## src/rtl/bf16_classify.sv

```systemverilog
// Registered bfloat16 operand classifier, one sample per clock, latency 1.
// Define BF16_CLASSIFY_FCLASS_EN to add the RISC-V FCLASS mask output fclass_o.
module bf16_classify (
  input  logic        clk_i,
  input  logic        rst_ni,
  input  logic        valid_i,
  input  logic [15:0] num_i,
  output logic        valid_o,
  output logic        inf_o,
  output logic        neg_inf_o,
  output logic        nan_o,
  output logic        snan_o,
  output logic        zero_o,
  output logic        sub_norm_o,
  output logic        normal_o,
  output logic        sign_o
`ifdef BF16_CLASSIFY_FCLASS_EN
  ,
  output logic [9:0]  fclass_o
`endif
);

  logic       s;
  logic [7:0] e;
  logic [6:0] m;
  logic       exp_max;
  logic       exp_zero;
  logic       man_zero;

  assign s        = num_i[15];
  assign e        = num_i[14:7];
  assign m        = num_i[6:0];
  assign exp_max  = &e;
  assign exp_zero = ~|e;
  assign man_zero = ~|m;

  logic c_inf;
  logic c_ninf;
  logic c_nan;
  logic c_snan;
  logic c_zero;
  logic c_sub;
  logic c_norm;

  always_comb begin
    c_inf  = 1'b0;
    c_ninf = 1'b0;
    c_nan  = 1'b0;
    c_snan = 1'b0;
    c_zero = 1'b0;
    c_sub  = 1'b0;
    c_norm = 1'b0;
    unique case (1'b1)
      exp_max & man_zero: begin
        c_inf  = ~s;
        c_ninf = s;
      end
      exp_max & ~man_zero: begin
        c_nan  = 1'b1;
        c_snan = ~m[6];
      end
      exp_zero & man_zero:  c_zero = 1'b1;
      exp_zero & ~man_zero: c_sub  = 1'b1;
      default:              c_norm = 1'b1;
    endcase
  end

`ifdef BF16_CLASSIFY_FCLASS_EN
  logic [9:0] c_fclass;

  always_comb begin
    c_fclass    = '0;
    c_fclass[0] = c_ninf;
    c_fclass[1] = c_norm & s;
    c_fclass[2] = c_sub & s;
    c_fclass[3] = c_zero & s;
    c_fclass[4] = c_zero & ~s;
    c_fclass[5] = c_sub & ~s;
    c_fclass[6] = c_norm & ~s;
    c_fclass[7] = c_inf;
    c_fclass[8] = c_snan;
    c_fclass[9] = c_nan & ~c_snan;
  end
`endif

  // Invalid cycles clear everything so flags never go stale.
  always_ff @(posedge clk_i) begin
    if (!rst_ni || !valid_i) begin
      valid_o    <= 1'b0;
      inf_o      <= 1'b0;
      neg_inf_o  <= 1'b0;
      nan_o      <= 1'b0;
      snan_o     <= 1'b0;
      zero_o     <= 1'b0;
      sub_norm_o <= 1'b0;
      normal_o   <= 1'b0;
      sign_o     <= 1'b0;
`ifdef BF16_CLASSIFY_FCLASS_EN
      fclass_o   <= '0;
`endif
    end else begin
      valid_o    <= 1'b1;
      inf_o      <= c_inf;
      neg_inf_o  <= c_ninf;
      nan_o      <= c_nan;
      snan_o     <= c_snan;
      zero_o     <= c_zero;
      sub_norm_o <= c_sub;
      normal_o   <= c_norm;
      sign_o     <= s;
`ifdef BF16_CLASSIFY_FCLASS_EN
      fclass_o   <= c_fclass;
`endif
    end
  end

endmodule

```

## config.mk

```make
export PLATFORM = sky130hd
export DESIGN_NAME = bf16_classify
export DESIGN_NICKNAME = d
export VERILOG_FILES = /design/src/rtl/bf16_classify.sv
export SDC_FILE = /design/constraint.sdc
export NUM_CORES = 1
export LEC_CHECK = 0
export CAP_MARGIN = 40
export CORE_AREA = 4 4 41 43
export DETAILED_ROUTE_END_ITERATION = 10
export DIE_AREA = 0 0 45 47
export GPL_TIMING_DRIVEN = 0
export PLACE_DENSITY_LB_ADDON = 0.3
export REMOVE_ABC_BUFFERS = 1
export SYNTH_ARGS = -nofsm -noshare
export SYNTH_HDL_FRONTEND = slang
export SYNTH_SLANG_ARGS = --single-unit
```

## constraint.sdc

```tcl
create_clock -name clk_i -period 0.8 [get_ports clk_i]
set_input_delay 0.16 -clock clk_i [delete_from_list [all_inputs] [get_ports clk_i]]
set_output_delay 0.16 -clock clk_i [all_outputs]
set_load 0.005 [all_outputs]
```

==> results of run 1 <==
==> sequential cells by signal, summed over array words and instances, names as in the netlist <==
name,flops
zero_o,1
normal_o,1
sign_o,1
valid_o,1
snan_o,1
inf_o,1
neg_inf_o,1
sub_norm_o,1
nan_o,1
==> per-layer routing <==
layer / vias to the layer above / GRT usage / routed length (um)
met4: 0 / 0.105 / 17
met2: 19 / 0.169 / 469
met5: - / 0 / 0
li1: 175 / - / -
met1: 159 / 0.0824 / 280
met3: 2 / 0.0307 / 89
==> report_power, final <==
group	switching (mW)	internal, mW
Clock	0.134	0.191
Sequential	0.00124	0.456
Combinational	0.0480	0.0644
==> path summary, 6_finish.rpt <==
kind	startpoint	end	cells past startpoint
min	num_i[6]	snan_o	2
max	neg_inf_o	neg_inf_o	1
==> cell type report <==
class	instances	share of cell area
inverter	2	0.0123
clock buffer	4	0.0429
sequential	9	0.301
tap	15	0.0307
timing repair buffer	28	0.342
multi-input combinational	19	0.272
==> through the flow <==
step	setup slack (ns)	hold WS, ns	power [mW]	area, um2	setup TNS [ns]
floorplan	-0.00654	0.237	0.488	305	-0.0171
global placement	-0.560	0.755	0.600	594	-5.03
global route	-0.0593	0.133	0.954	612	-0.490
detailed placement	-0.581	0.746	0.602	594	-5.06
finish	-0.0240	0.140	0.894	612	-0.136
CTS	-0.0337	0.225	0.907	574	-0.244
==> Yosys cell counts <==
library cell  instances
nand2_1               2
or2_4                 1
o211a_1               1
nor4_1                6
nor3_1                4
inv_1                 2
nor2_1                1
and2_1                1
dfxtp_1               9
nand2_4               1
nand4_1               2
==> logic make-up (layout without fill, tap and decap cells) <==
kind of cell | Yosys count | after routing
buffers and inverters | 2 | 34
and+or+nand+nor | 18 | 18
DFF | 9 | 9
AOI/OAI and AO/OA | 1 | 1
==> timing repair <==
item | in CTS | in global routing
endpoints found under the setup margin | 16 | 16
buffers inserted | 0 | 1
pin swaps | 11 | 6
resized for setup | 75 | 21
hold buffers | 0 | 0
==> flow_metrics.tcl, run 1 <==
set metrics [dict create \
    area_growth_syn_to_layout_pct 100 \
    cp-start-kind "flip-flop" \
    min_period_over_period 1.03 \
    instances_no_fill 77 \
    multi_input_area_um2 166 \
    clk_pin_slew_ns 0.06 \
    setup.worst_path.class "reg2out" \
    max_freq_mhz 1210 \
    start_util 0.235 \
    synth_top_family_by_area "simple AND/OR/NAND/NOR gates" \
    required_ns 0.64 \
    syn_inst 30 \
    netlist_area_um2 305 \
    wl_per_cell_um 11.1 \
    tightest_slew_ns 0.247 \
    crit_chain "buf_6" \
    dieArea_um2 2120 \
    synth_compound_area_frac 0.0328 \
    place_hpwl_um 718 \
    critPathArrivalTime_ns 0.66 \
    regArea_um2 184 \
    cts.sinks 9 \
    numCtsBuffers 3 \
    drtAntennaViolNets 0 \
    core_area_um2 1300 \
    yosys-top-cells-area "dfxtp_1 (59%), nor4_1 (12%), nor3_1 (6.6%), nand4_1 (4.1%), nand2_4 (3.7%)" \
    rsz0062_at_grt "true" \
    synth_xor_area_frac 0 \
    fillers 151 \
    critical_path_buf_inv_count 1 \
    irDropWorstVdd_v 0.000656 \
    drt_iter0_drc 1 \
    power_density_nw_per_um2 1460 \
    rows 13 \
    synth-warning-count 0 \
    synth_simple_gate_area_frac 0.352 \
    netlist.area_leader.share 0.590 \
    route.detailed.drc 0 \
    violations "negative setup slack" \
    post-route-util 0.470 \
    syn_avg_cell_area_um2 10.2 \
    grt_pass1_wl_mm 1.39 \
    ioPinCount 28 \
    dieWidth_um 45 \
    clockBufferDepth 2 \
    finalWirelength_um 856 \
    antenna_cells 0 \
    yosysSeqAreaShare 0.590 \
    die_h_um 47 \
    hold_path.class "in2reg" \
    max_slew_margin 0.834 \
    setup_viol 9 \
    critPathTopFamily "flip-flops" \
    synth.mux.area_fraction 0 \
    layout_min_cycle_time_ns 0.824 \
    routed_via_density 4.61 \
    cpPeakStageDelay_ns 0.31 \
    status "finished with violations" \
    grt_pass1_vias 360 \
    drv_slew 0 \
    synthAdderAreaFrac 0 \
    cts_tree "built" \
    cap_violations 0 \
    hold_viol_final 0 \
    final_common_cell "buf_2" \
    cts-root-buf "clkbuf_4" \
    drive_above_1_share 0.565 \
    port-buffer-count 27 \
    antenna_found_initial 0 \
    grt_util_all_layers 0.0966 \
    yosys.area.top_type "dfxtp_1" \
    vias 355 \
    htreeDepth 1 \
    drt-pass1-iter-count 5 \
    cpMaxStageDelayCell "dfxtp_2" \
    crit_fanout 1 \
    p_leak_nw 0.272 \
    ys_ff_latch 9 \
    finalWorstSetupSlack_ns -0.0240 \
    yosysUniqueCellTypes 11 \
    grt_max_degree 6 \
    worstSetupEndpointType "output pin" \
    dp_cells 72 \
    fin_nets 82 \
    mostFrequentLayoutCells "buf_2 (10), dfxtp_1 (6), clkdlybuf4s15_1 (5)" \
    globalplace.congestion 0.645 \
    grt_overflow 0 \
]
(Power assumes the default switching activity.)
==> run 2, diff against run 1 <==
--- a/config.mk
+++ b/config.mk
@@ -5,6 +5,7 @@
 export SDC_FILE = /design/constraint.sdc
 export NUM_CORES = 1
 export LEC_CHECK = 0
+export ABC_CLOCK_PERIOD_IN_PS = 800
 export CAP_MARGIN = 40
 export CORE_AREA = 4 4 41 43
 export DETAILED_ROUTE_END_ITERATION = 10
==> results of run 2 <==
Same layout as run 1: the final DEF is identical, and so are final timing and power.
